--- src/rtl/uart_word_tx.sv ---
// Sends one 16-bit sensor word as two back-to-back 8N1 UART frames, high byte first.
// Latency: tx falls on the accept edge; shipping_done pulses 20*CLKS_PER_BIT cycles later.
// Backpressure: a request is taken only in IDLE; en_uart_tx is ignored while busy is high.
//
// Ports:
//   clk            system clock, rising edge
//   rst            asynchronous active-high reset
//   en_uart_tx     level-sensitive send request from the scheduler
//   data_to_send   16-bit word, sampled only on the accept edge
//   tx             serial line, idles high
//   busy           high whenever the FSM is outside IDLE
//   shipping_done  one-cycle pulse after the second stop bit
module uart_word_tx #(
    parameter int CLKS_PER_BIT = 5208
) (
    input  logic        clk,
    input  logic        rst,
    input  logic        en_uart_tx,
    input  logic [15:0] data_to_send,
    output logic        tx,
    output logic        busy,
    output logic        shipping_done
);

    localparam int CW = $clog2(CLKS_PER_BIT);
    localparam logic [CW-1:0] BAUD_LAST = CW'(CLKS_PER_BIT - 1);

    typedef enum logic [2:0] {
        IDLE  = 3'd0,
        START = 3'd1,
        DATA  = 3'd2,
        STOP  = 3'd3,
        DONE  = 3'd4
    } state_t;

    state_t        state;
    logic [15:0]   shreg;
    logic          byte_sel;
    logic [2:0]    bit_idx;
    logic [CW-1:0] baud_cnt;

    logic [7:0]    cur_byte;
    logic          baud_last;

    // byte_sel = 0 is the high byte, which goes out first.
    assign cur_byte  = byte_sel ? shreg[7:0] : shreg[15:8];
    assign baud_last = (baud_cnt == BAUD_LAST);

    // tx is registered, so every transition loads the line level of the
    // state being entered; that keeps tx glitch-free and aligned with state.
    always_ff @(posedge clk or posedge rst) begin
        if (rst) begin
            state         <= IDLE;
            shreg         <= '0;
            byte_sel      <= 1'b0;
            bit_idx       <= '0;
            baud_cnt      <= '0;
            tx            <= 1'b1;
            busy          <= 1'b0;
            shipping_done <= 1'b0;
        end else begin
            shipping_done <= 1'b0;
            case (state)
                IDLE: begin
                    tx <= 1'b1;
                    if (en_uart_tx) begin
                        shreg    <= data_to_send;
                        byte_sel <= 1'b0;
                        bit_idx  <= '0;
                        baud_cnt <= '0;
                        tx       <= 1'b0;
                        busy     <= 1'b1;
                        state    <= START;
                    end
                end

                START: begin
                    if (baud_last) begin
                        baud_cnt <= '0;
                        tx       <= cur_byte[0];
                        state    <= DATA;
                    end else begin
                        baud_cnt <= baud_cnt + 1'b1;
                    end
                end

                DATA: begin
                    if (baud_last) begin
                        baud_cnt <= '0;
                        if (bit_idx == 3'd7) begin
                            bit_idx <= '0;
                            tx      <= 1'b1;
                            state   <= STOP;
                        end else begin
                            bit_idx <= bit_idx + 3'd1;
                            tx      <= cur_byte[bit_idx + 3'd1];
                        end
                    end else begin
                        baud_cnt <= baud_cnt + 1'b1;
                    end
                end

                STOP: begin
                    if (baud_last) begin
                        baud_cnt <= '0;
                        if (!byte_sel) begin
                            // Second frame starts with no idle gap.
                            byte_sel <= 1'b1;
                            tx       <= 1'b0;
                            state    <= START;
                        end else begin
                            tx            <= 1'b1;
                            shipping_done <= 1'b1;
                            state         <= DONE;
                        end
                    end else begin
                        baud_cnt <= baud_cnt + 1'b1;
                    end
                end

                DONE: begin
                    tx    <= 1'b1;
                    busy  <= 1'b0;
                    state <= IDLE;
                end

                default: begin
                    tx    <= 1'b1;
                    busy  <= 1'b0;
                    state <= IDLE;
                end
            endcase
        end
    end

endmodule

--- config.mk ---
export PLATFORM = sky130hd
export DESIGN_NAME = uart_word_tx
export DESIGN_NICKNAME = d
export VERILOG_FILES = /design/src/rtl/uart_word_tx.sv
export SDC_FILE = /design/constraint.sdc
export NUM_CORES = 1
export LEC_CHECK = 0
export ABC_AREA = 0
export CAP_MARGIN = 20
export CELL_PAD_IN_SITES_DETAIL_PLACEMENT = 1
export CELL_PAD_IN_SITES_GLOBAL_PLACEMENT = 2
export CORE_ASPECT_RATIO = 1.1
export CORE_MARGIN = 1
export CORE_UTILIZATION = 39
export CTS_BUF_LIST = sky130_fd_sc_hd__clkbuf_8
export CTS_CLUSTER_DIAMETER = 150
export DETAILED_ROUTE_END_ITERATION = 6
export GPL_TIMING_DRIVEN = 0
export PLACE_DENSITY_LB_ADDON = 0.1
export SLEW_MARGIN = 5
export SYNTH_ARGS = -nofsm -noshare
export SYNTH_HDL_FRONTEND = slang
export SYNTH_SLANG_ARGS = --single-unit
--- constraint.sdc ---
create_clock -name clk -period 5.35 [get_ports clk]
set_input_delay 1.07 -clock clk [delete_from_list [all_inputs] [get_ports clk]]
set_output_delay 1.07 -clock clk [all_outputs]
set_load 0.1 [all_outputs]
# Yosys cells after proc, flatten, opt, wreduce, memory -nomap -nowiden
# Index checks and enable logic that the tools add are counted.
# totals
inputBits	19
ff_bits	39
out_inout_bits	3
# op_classes
n_reduce_logical	12
n_mux	31
n_bitwise	1
n_addsub	2
eq_ne	10
order_cmp	1
# ops
operator	count
$mux W3	9
$mux W13	2
$pmux W13 S2	1
$add A13 B1 Y13 const B	1
$eq A13 B13 Y1 const B	1
$mux W1	12
$pmux W3 S4	1
$ne A2 B2 Y1 const B	5
$reduce_and A3 Y1	3
$mux W8	1
$eq A3 B2 Y1 const B	2
$pmux W3 S2	1
$reduce_and A2 Y1	3
$reduce_bool A2 Y1	3
$reduce_and A5 Y1	1
$lt A3 B4 Y1 const B	1
$pmux W1 S2	2
$pmux W1 S4	1
$add A3 B1 Y3 const B	1
$bmux W1 S3	1
$eq A3 B1 Y1 const B	1
$eq A3 B3 Y1 const B	1
$logic_not A3 Y1	1
$reduce_or A3 Y1	1
$not A1 Y1	1

# Longest topological paths before layout
# logic_depth
word_depth	6
ltp_mapped	7
depth_no_buf	7

# Worst setup path after synthesis
# No wires, ideal clock.
# synth_timing
path_type	reg2reg
from	register bit_idx[0]
to	register tx
path_slack_ns	3.051
required_ns	5.262
synth_period_minus_slack_ns	2.299
path_stages_with_launch	8
t_arrival_ns	2.210
n_path_buf	1
path_cell_list	dfrtp_1 > ha_1 > buf_2 > mux4_2 > nor3b_1 > or4_1 > o31ai_1 > a31oi_1
# synth_between
elab_chain_len	6
word_cells_on_any_way	7
cone_classes	add/sub (1); eq/ne (1); mux (5)
# synth_lines
item	line_no	source
start: declaration	39	logic [2:0] bit_idx;
start signal: assignment	95	bit_idx <= bit_idx + 3'd1;
$add A3 B1 Y3	96	tx <= cur_byte[bit_idx + 3'd1];
$bmux W1 S3	96	
$mux W1 (not written as such)	96	
$mux W1 (*)	90	if (bit_idx == 3'd7) begin
$mux W1 (*)	88	if (baud_last) begin
$pmux W1 S4 (*)	63	case (state)
end signal: assignment	80	tx <= cur_byte[0];
end signal: assignment	96	
end: declaration	20	output logic tx,
# Every way passes the cells marked *; elsewhere a longest branch is shown, timed or not. The select of a mux whose other input is x is not followed.
# A chain may end at the register's enable or synchronous reset.

# Worst setup path after layout
# layout_timing
from	register tx
to	output tx
# No word-level cell between the ends.

==> reports/qor.yml <==
power_frac_clock_pct: 24.2
finalClockSkew_ns: 0.006430
synth_compound_gate_area_share_pct: 7.642
drcViolationCount: 0
post_drt_via_cell_ratio: 5.283
p_comb_share_pct: 23.2
hpwl_um: 3473
pwr_density_cell_mw_per_mm2: 334.9
grt_pass1_vias: 1628
die_y_um: 75.82
timing.final.crit_share_pct: 56.54
cts_tree: "built"
final_util_pct: 48.59
total_power_uw: 767.6
ff2ff_setup_slack_ns: 2.74
finalNonFillerCells: 290
hold_start: "shreg[7]"
yosysWarningCount: 0
synth_cell_types: 41
diodes: 0
routed_wl_um: 4565
cpMaxStageDelayCell: "clkdlybuf4s50_1"
timing.rr.start: "bit_idx[0]"
numCtsBuffers: 5
switching_share_pct: 32.48
p_int_uw: 518.3
worstSetupPathType: "reg -> out"
dieArea_mm2: 0.005239
p_seq_share_pct: 52.6
synthMuxAreaShare_pct: 5.117
final-hold-violation-count: 0
grt_overflow: 0
clk_path_buf_depth: 2
finalSetupViolations: 0
critPathBufInv: 1
core_area_mm2: 0.004717
cap_violations: 0
fmax_mhz: 330.6
placementRows: 26
max_stage_delay_ns: 1.13
ir_drop_mv: 0.1529
worstSetupEndpointType: "output port"
hold_class: "reg -> reg"
synth_seq_area_share_pct: 50.58
path_delay_family: "buffers and inverters"
cts_setup_buffers: 0
synth-simple-area-share_pct: 28.11
initial_core_util_pct: 40.95
fin_crit_ns: 3.025
rsz0062_at_grt: "no"
holdPathEnd: "shreg[7]"
cts_resized: 0
multi_input_area_um2: 897.1
clk_pin_slew_worst_paths_ns: 0.07
synth_seq_cells: 39
worstHoldPathCells: 2
dp_cells: 282
crit_chain: "clkdlybuf4s50_1"
grt_max_degree: 40
setup_tns_ns: 0
ff_latch_area_um2: 977.2
synth_top_family_by_area: "simple AND/OR/NAND/NOR gates"
grt_first_pass_wirelength_um: 7900
status: "finished clean"
first_pass_iters: 4
p_switching_uw: 249.3
cts.sinks: 39
crit_fanout: 2
slew_violations: 0
tightestPinTransition_ns: 0.9668
via_count: 1532
place_congestion: 0.8069
synth_fa_ha_area_share_pct: 1.943
whs_ns: 0.4815
r2r_end: "tx"
num_io_pins: 22
max_slew_margin_pct: 35.34
syn_inst: 205
io_buffers: 21
grt_util_all_layers_pct: 19.71
synth_nets: 227
cp.arrival_ns: 1.95
reg2reg_depth: 7
worst_setup_path_start_kind: "register"
root_buffer: "clkbuf_8"
synth_xor_area_share_pct: 3.627
drive_above_1_share_pct: 6.838
layout.nets: 255
drt-initial-drc-count: 61
syn2layout_area_growth_pct: 18.65
h-tree-depth: 2
n_fill_cell: 567
grt_antenna_before_repair: 0
leakage_uw: 0.001044
ant_nets: 0
required_ns: 4.28
die_w_um: 69.11
clkLatencyLatePin_ns: 0.29
cts_hold_buf: 0
post_drt_wl_per_cell_um: 15.74
syn_area_mm2: 0.001932
syn_area_per_cell_um2: 9.424
kinds of logic after synthesis:
logic type / Yosys count
AND/OR/NAND/NOR: 111
flip-flops: 39
XOR/XNOR: 8
buffers and inverters: 15
adder cells (fa/ha/maj): 3
AO/OA/AOI/OAI: 23
multiplexers: 6
registers in the layout (all words and copies together), names as in the netlist:
name,count
shreg,16
bit_idx,3
shipping_done,1
busy,1
state,3
baud_cnt,13
tx,1
byte_sel,1
layout by cell type, fill, tap and decap left out, types with 2 or more instances in the layout:
cell / netlist / routed
nand2b_1: 3 / 3
dfrtp_1: 38 / 38
xor2_1: 5 / 5
mux2i_1: 2 / 2
a21oi_1: 4 / 4
nor3b_1: 3 / 3
clkbuf_1: 7 / 7
nand3_1: 7 / 7
nor3_1: 5 / 5
a22o_1: 2 / 2
o31ai_1: 2 / 2
mux4_2: 3 / 3
inv_1: 7 / 9
xnor2_1: 3 / 3
o21ai_0: 9 / 9
nor4b_1: 2 / 2
clkdlybuf4s50_1: 0 / 21
nand4_1: 3 / 3
nand2_1: 58 / 58
and3_1: 2 / 2
nor2_1: 17 / 17
ha_1: 3 / 3
clkbuf_8: 0 / 5
cells in the mapped netlist (all sizes together):
master | number | share of area (%)
nor3b | 3 | 1.2
nand2b | 3 | 0.97
a22o | 2 | 0.91
a2111oi | 1 | 0.45
nand3 | 7 | 1.8
xnor2 | 3 | 1.4
dfrtp | 38 | 49
or4 | 2 | 0.97
xor2 | 5 | 2.3
nand2 | 58 | 11
nor2 | 17 | 3.3
a31oi | 1 | 0.32
nor4b | 3 | 1.7
a311oi | 1 | 0.45
nor3 | 6 | 1.8
mux2 | 1 | 0.58
a32o | 1 | 0.52
or4bb | 1 | 0.58
a21o | 1 | 0.39
a21oi | 4 | 1.0
or2 | 1 | 0.32
dfstp | 1 | 1.4
inv | 7 | 1.4
clkbuf | 7 | 1.4
and2 | 1 | 0.32
o31ai | 2 | 0.78
mux4 | 3 | 3.5
o21ai | 9 | 2.3
and3 | 2 | 0.65
nand3b | 1 | 0.39
mux2i | 2 | 1.0
o2bb2ai | 1 | 0.45
buf | 1 | 0.26
ha | 3 | 1.9
nand4b | 1 | 0.45
nand4 | 3 | 0.97
or3 | 1 | 0.32
nor4 | 1 | 1.1
power by group through the flow:
stage | Combinational, uW | Clock, uW | Sequential [uW]
finish | 178 | 186 | 403
global placement | 173 | 0 | 404
global route | 201 | 203 | 411
detailed placement | 182 | 0 | 409
floorplan | 107 | 0 | 419
CTS | 182 | 193 | 403
routing by layer:
metal	track usage [%]	wire, um	part of all wire, %	vias up
li1	-	-	-	752
met1	21.39	1818	40	754
met2	38.40	2551	56	21
met3	4.762	150	3.3	5
met4	6.349	44	0.96	0
met5	0	0	0	-
worst max path at each step:
stage | start | end | slack (ns) | cells after the start
after floorplan | bit_idx[0] | tx | 3.05 | 7
after CTS | tx | tx | 2.32 | 1
after global placement | en_uart_tx | shreg[8] | 2.40 | 5
final | tx | tx | 2.33 | 1
after detailed placement | en_uart_tx | shreg[4] | 2.37 | 5
after global routing | tx | tx | 2.29 | 1
worst min-delay path: stages (launching register included):
cell,delay [ns]
dfrtp_1,0.34
nand2_1,0.05
nand2_1,0.06
metrics by stage:
stage	instance area (um2)	setup slack, ns
global route	2292	2.290
floorplan	1932	3.051
global placement	2212	2.403
finish	2292	2.325
CTS	2292	2.316
detailed placement	2212	2.370
final cells by class:
cell class,instances,share of cell area [%]
clock inverter,3,0.4913
buffer,8,1.365
timing repair buffer,21,9.170
multi-input combinational,151,39.14
inverter,7,1.146
clock buffer,5,3.002
tap,56,3.057
sequential,39,42.63
Note: power is estimated with default switching activity, not from simulation.
